**src/rtl/bram_rd_pkg.sv**
```systemverilog
// bram_rd_pkg: FSM encoding and legal configuration ranges for the BRAM burst reader
package bram_rd_pkg;
   typedef enum logic [1:0] {IDLE, READ, DRAIN, DONE} rd_state_t;
   localparam int RD_LAT_MIN = 1;
   localparam int RD_LAT_MAX = 2;
   function automatic bit cfg_ok(int rd_lat, int fifo_d);
      return rd_lat >= RD_LAT_MIN && rd_lat <= RD_LAT_MAX && fifo_d >= rd_lat + 1 && (fifo_d & (fifo_d - 1)) == 0;
   endfunction
endpackage

```
**src/rtl/bram_burst_reader_fifo.sv**
```systemverilog
// rd_skid_fifo: small synchronous FIFO absorbing BRAM read data while the sink stalls
module rd_skid_fifo #(
   parameter int DATA_W = 16,
   parameter int FIFO_D = 4
) (
   input  logic                         clk,
   input  logic                         rst,
   input  logic                         push,
   input  logic                         pop,
   input  logic [DATA_W-1:0]            din,
   output logic [DATA_W-1:0]            dout,
   output logic                         full,
   output logic                         empty,
   output logic [$clog2(FIFO_D):0]      count
);
   localparam int AW = $clog2(FIFO_D);
   localparam int CW = AW + 1;
   logic [DATA_W-1:0] mem [FIFO_D];
   logic [AW-1:0]     wp, rp;
   logic              do_push, do_pop;
   assign do_pop  = pop & !empty;
   assign do_push = push & (!full | do_pop);
   assign full    = count == CW'(FIFO_D);
   assign empty   = count == '0;
   assign dout    = mem[rp];
   // storage needs no reset: only words behind a valid count are ever read
   always_ff @(posedge clk) begin
      if (do_push) mem[wp] <= din;
   end
   // pointers and occupancy; power-of-2 depth lets pointers wrap naturally
   always_ff @(posedge clk or negedge rst) begin
      if (!rst) begin
         wp    <= '0;
         rp    <= '0;
         count <= '0;
      end else begin
         if (do_push) wp <= wp + AW'(1);
         if (do_pop) rp <= rp + AW'(1);
         count <= count + CW'(do_push) - CW'(do_pop);
      end
   end
endmodule

```
**src/rtl/bram_burst_reader.sv**
```systemverilog
// bram_burst_reader: streams a BRAM burst onto a valid/ready stream behind a credit-limited skid FIFO
module bram_burst_reader
   import bram_rd_pkg::*;
#(
   parameter int ADDR_W = 4,
   parameter int DATA_W = 16,
   parameter int RD_LAT = 1,
   parameter int FIFO_D = 4
) (
   input  logic              clk,
   input  logic              rst,
   input  logic              start,
   input  logic [ADDR_W-1:0] start_addr,
   input  logic [ADDR_W:0]   len,
   output logic              busy,
   output logic              done,
   output logic              ram_en,
   output logic [ADDR_W-1:0] ram_addr,
   input  logic [DATA_W-1:0] ram_dout,
   output logic              m_valid,
   output logic [DATA_W-1:0] m_data,
   output logic              m_last,
   input  logic              m_ready
);
   localparam int CW = $clog2(FIFO_D) + 1;
   localparam logic [CW-1:0] DEPTH = CW'(FIFO_D);
   if (!cfg_ok(RD_LAT, FIFO_D)) begin : g_bad_cfg
      $error("bram_burst_reader: RD_LAT must be 1..2 and FIFO_D a power of 2 >= RD_LAT+1");
   end
   rd_state_t         state, nxt;
   logic [ADDR_W:0]   issued, popped, burst_len, last_idx;
   logic [ADDR_W-1:0] addr;
   logic [RD_LAT-1:0] vld;
   logic [CW-1:0]     inflight, count;
   logic              push, pop, empty, full;
   assign push     = vld[RD_LAT-1];
   assign pop      = m_valid & m_ready;
   assign m_valid  = !empty;
   assign ram_addr = addr;
   assign last_idx = burst_len - (ADDR_W+1)'(1);
   assign m_last   = m_valid && popped == last_idx;
   // state register
   always_ff @(posedge clk or negedge rst) begin
      if (!rst) state <= IDLE;
      else state <= nxt;
   end
   // next state and control; a read issues only while a FIFO slot is guaranteed for its data
   always_comb begin
      nxt    = state;
      busy   = state == READ || state == DRAIN;
      done   = state == DONE;
      ram_en = state == READ && issued != burst_len && !full && (inflight + count) < DEPTH;
      case (state)
         IDLE:    nxt = start ? (len == '0 ? DONE : READ) : IDLE;
         READ:    nxt = issued == burst_len ? DRAIN : READ;
         DRAIN:   nxt = pop && m_last ? DONE : DRAIN;
         default: nxt = IDLE;
      endcase
   end
   // burst bookkeeping: latch request in IDLE, then advance address/issue and pop counts
   always_ff @(posedge clk or negedge rst) begin
      if (!rst) begin
         addr      <= '0;
         burst_len <= '0;
         issued    <= '0;
         popped    <= '0;
      end else if (state == IDLE && start) begin
         addr      <= start_addr;
         burst_len <= len;
         issued    <= '0;
         popped    <= '0;
      end else begin
         if (ram_en) begin
            addr   <= addr + ADDR_W'(1);
            issued <= issued + (ADDR_W+1)'(1);
         end
         if (pop) popped <= popped + (ADDR_W+1)'(1);
      end
   end
   // read-latency tracker; its tail marks the cycle ram_dout carries requested data
   always_ff @(posedge clk or negedge rst) begin
      if (!rst) begin
         vld      <= '0;
         inflight <= '0;
      end else begin
         vld      <= (vld << 1) | RD_LAT'(ram_en);
         inflight <= inflight + CW'(ram_en) - CW'(push);
      end
   end
   rd_skid_fifo #(.DATA_W(DATA_W), .FIFO_D(FIFO_D)) u_fifo (
      .clk   (clk),
      .rst   (rst),
      .push  (push),
      .pop   (pop),
      .din   (ram_dout),
      .dout  (m_data),
      .full  (full),
      .empty (empty),
      .count (count)
   );
endmodule

```
**config.mk**
```make
export PLATFORM = sky130hd
export DESIGN_NAME = bram_burst_reader
export DESIGN_NICKNAME = d
export VERILOG_FILES = /design/src/rtl/bram_rd_pkg.sv /design/src/rtl/bram_burst_reader_fifo.sv /design/src/rtl/bram_burst_reader.sv
export SDC_FILE = /design/constraint.sdc
export NUM_CORES = 1
export LEC_CHECK = 0
export ABC_AREA = 1
export CAP_MARGIN = 20
export CORE_ASPECT_RATIO = 1.2
export CORE_MARGIN = 3
export CORE_UTILIZATION = 50
export CTS_CLUSTER_DIAMETER = 120
export DETAILED_ROUTE_END_ITERATION = 10
export PLACE_DENSITY_LB_ADDON = 0.2
export SYNTH_ARGS = -nofsm -noshare
export SYNTH_HDL_FRONTEND = slang
export SYNTH_HIERARCHICAL = 1
export SYNTH_SLANG_ARGS = --single-unit
```
**constraint.sdc**
```tcl
create_clock -name clk -period 2.5 [get_ports clk]
set_clock_uncertainty 0.2 [all_clocks]
set_input_delay 0.625 -clock clk [delete_from_list [all_inputs] [get_ports clk]]
set_output_delay 0.625 -clock clk [all_outputs]
set_load 0.05 [all_outputs]
```
==> results.ini <==
[synthesis]
post_synth_main_area_contributors = edfxtp_1 42%, dfrtp_1 18%, nand2_1 8.3%
ys_ff_latch = 96
synth-edff-count = 64
async_reset_ff_share_pct = 33.3
synth_top_cells_by_count = 101 x nand2_1, 65 x nor2_1, 64 x edfxtp_1
synth_top_area_share_pct = 42.3
synthCells = 460
dominantRegCellSynth = edfxtp_1
seq_area_frac_synth_pct = 59.9
largest_area_contributor_in_the_netlist = edfxtp_1
syn_avg_cell_area_um2 = 9.88
synth.most_common_cell = nand2_1
netlist-cell-type-count = 29
synth_area_um2 = 4540
synth.yosys.warnings = 6
synth_fp_nets = 507

[finish]
final_net_count = 583
antenna_diode_count = 0
fillCellCount = 743
area_delta_synth_final_pct = 25.5
drive_gt1_share_pct = 18.7

[clock_tree]
cts.htree.levels = 3
numClockSinks = 96
cts-root-buf = clkbuf_8
worstSkewPairLatency_ps = 360
cts_inserted_buffers = 9
clock_path_buffers = 2
cts.clk_slew.worst_paths_ps = 80
ctsHoldBuffers = 0
tritoncts = yes

[floorplan]
dieHeight_um = 110
initial_cell_density_of_the_core_pct = 52.2
die-width_um = 93.0
core_region_area_um2 = 8700
rows = 37
ios = 54
design.die.area_um2 = 10300

[worst_setup_path]
critical_path_required_ps = 1670
start_kind = flip-flop
critical_path.reg2reg.startpoint = u_fifo/count[1]$_DFF_PN0_
critPathKind = flip-flop to primary output
timing.critical_path.fanout_max = 2
setup.worst_path.end_class = primary output
worst_setup_path_startpoint = u_fifo/count[1]$_DFF_PN0_
crit_arrival_ps = 1780

[hold_path]
worst_hold_path_type = flip-flop to flip-flop
min-delay-start = popped[3]$_DFFE_PN0P_

[placement]
finalWeightedCongestion = 0.836
numPortBuffers = 53
dp_hpwl_mm = 6.10
place_worst_setup_slack_ps = 27.7

[route]
drt-initial-drc-count = 121
ant_nets = 0
drt_pre_antenna_iters = 4
per_cell_routed_wire_length_um = 13.9
drt-vias-per-instance = 5.11
wirelength_mm = 9.12
num_vias = 3362
drc_viols = 0

[power_and_ir_drop]
internal_power_uw = 2290
p_total_uw = 2840
p_per_area_nw_per_um2 = 497
power_frac_clock_pct = 37.9
p_leak_uw = 0.00242
power.ir.vdd_worst_v = 0.000328
p_switching_uw = 548
power_frac_seq_pct = 59.7
combPwrFrac_pct = 2.3
power_switching_share_pct = 19.3

[timing]
grt_setup_unrepaired = yes
hold_violations = 0
timing.final.setup_violations = 3
fmax_mhz = 384
worst_slew_margin_rel_pct = 66.4
fin_crit_sh_pct = 104
fin_crit_ps = 2600
final_max_slew_viol_count = 0
worst-slew-pin-transition_ps = 503
setup_ws_ps = -101

[grt]
first_pass_grt_wire_length_mm = 15.0
grt_max_degree = 34
grt_antenna_before_repair = 0
grt.overflow.total = 0
grtUsageTotal_pct = 18.6
first_global_vias = 3371

[status]
violated_checks = setup timing
outcome = complete, but fails checks

[job]
max_cap_viol_count = 0

-- path summary, 6_finish.rpt --
kind                                              to  slack, ps  depth (start not counted)
min                            popped[3]$_DFFE_PN0P_        320                          1
min in group asynchronous   burst_len[1]$_DFFE_PN0P_        450                          2
max                                           ram_en       -100                          9
max reg2reg                    inflight[2]$_DFF_PN0_        -20                         13
max in group asynchronous  u_fifo/count[2]$_DFF_PN0_       1310                          2
min reg2reg                    popped[3]$_DFFE_PN0P_        320                          1
-- worst max-delay path, stage by stage, from the launching register on --
cell and delay (ps):
dfrtp_1 440, ha_4 300, nand3_4 60, nand2_2 80, nand2_2 50, nand2_2 80, nor2_4 40, nand3_2 80
clkinvlp_4 120, buf_12 160
-- state kept, by name, indices dropped and copies added, names as in the netlist --
signal	count
ram_addr	4
u_fifo/wp	2
burst_len	5
inflight	3
state	2
issued	5
u_fifo/rp	2
u_fifo/count	3
popped	5
u_fifo/mem	64
push	1
-- power by group through the flow --
stage	Clock (uW)	Sequential [uW]	Combinational [uW]
3_3_place_gp	0	1730	67.0
4_1_cts	1100	1690	68.8
5_1_grt	1160	1700	73.3
3_5_place_dp	0	1730	68.3
2_1_floorplan	0	1730	0.383
6_report	1080	1690	66.7
-- layout make-up --
type	instances	area, um^2	share of cell area [%]
Clock buffer	9	124	2.17
Clock inverter	7	86.3	1.51
Multi-Input combinational cell	302	1630	28.5
Inverter	48	196	3.44
Timing Repair Buffer	79	798	14.0
Tap cell	117	146	2.57
Sequential cell	96	2730	47.8
-- stage by stage --
stage | hold WS [ps] | TNS [ps] | instance area (um^2) | utilization, % | instances
6_report | 322 | -160 | 5700 | 65.5 | 658
5_1_grt | 342 | -510 | 5700 | 65.5 | 658
4_1_cts | 321 | -202 | 5580 | 64.1 | 653
3_5_place_dp | 288 | 0 | 5270 | 60.6 | 629
3_3_place_gp | 283 | 0 | 5270 | 60.6 | 629
2_1_floorplan | 129 | -189 | 4590 | - | 460
-- layer usage --
layer / global-route usage [%] / share of wire (%) / wire length [um] / vias up
met3: 4.22 / 4.9 / 444 / 15
met1: 19.6 / 39 / 3540 / 1606
li1: - / - / - / 1668
met5: 0 / 0 / 0 / -
met2: 34.0 / 54 / 4970 / 73
met4: 9.09 / 1.9 / 176 / 0
-- kinds of logic (layout without fill, tap and decap cells) --
| group | count (synthesis) | count (layout) | synth area share (%) |
|---|---|---|---|
| and+or+nand+nor | 210 | 210 | 19.2 |
| DFF | 96 | 96 | 59.9 |
| adders and majority gates | 18 | 18 | 5.29 |
| AOI/OAI and AO/OA | 66 | 66 | 7.27 |
| xor gates and xnor gates | 8 | 8 | 1.54 |
| buffers and inverters | 62 | 143 | 6.77 |
-- repair_timing --
action,4_1_cts,5_1_grt
pin swaps,8,10
buffers inserted,8,5
cloned,0,1
setup endpoints to repair,18,12
resized for setup,9,20
-- layout by cell type (no fill, tap or decap), types with 11 or more instances in the layout --
cell,Yosys,final
buf_4,1,35
inv_1,45,40
nor2_1,65,60
o21ai_1,47,48
o21ai_0,12,11
dfrtp_1,32,30
ha_1,16,13
nand2_1,101,94
clkdlybuf4s50_1,0,30
nand3_1,30,28
edfxtp_1,64,64
No activity file was read; power rests on OpenSTA's default activity.
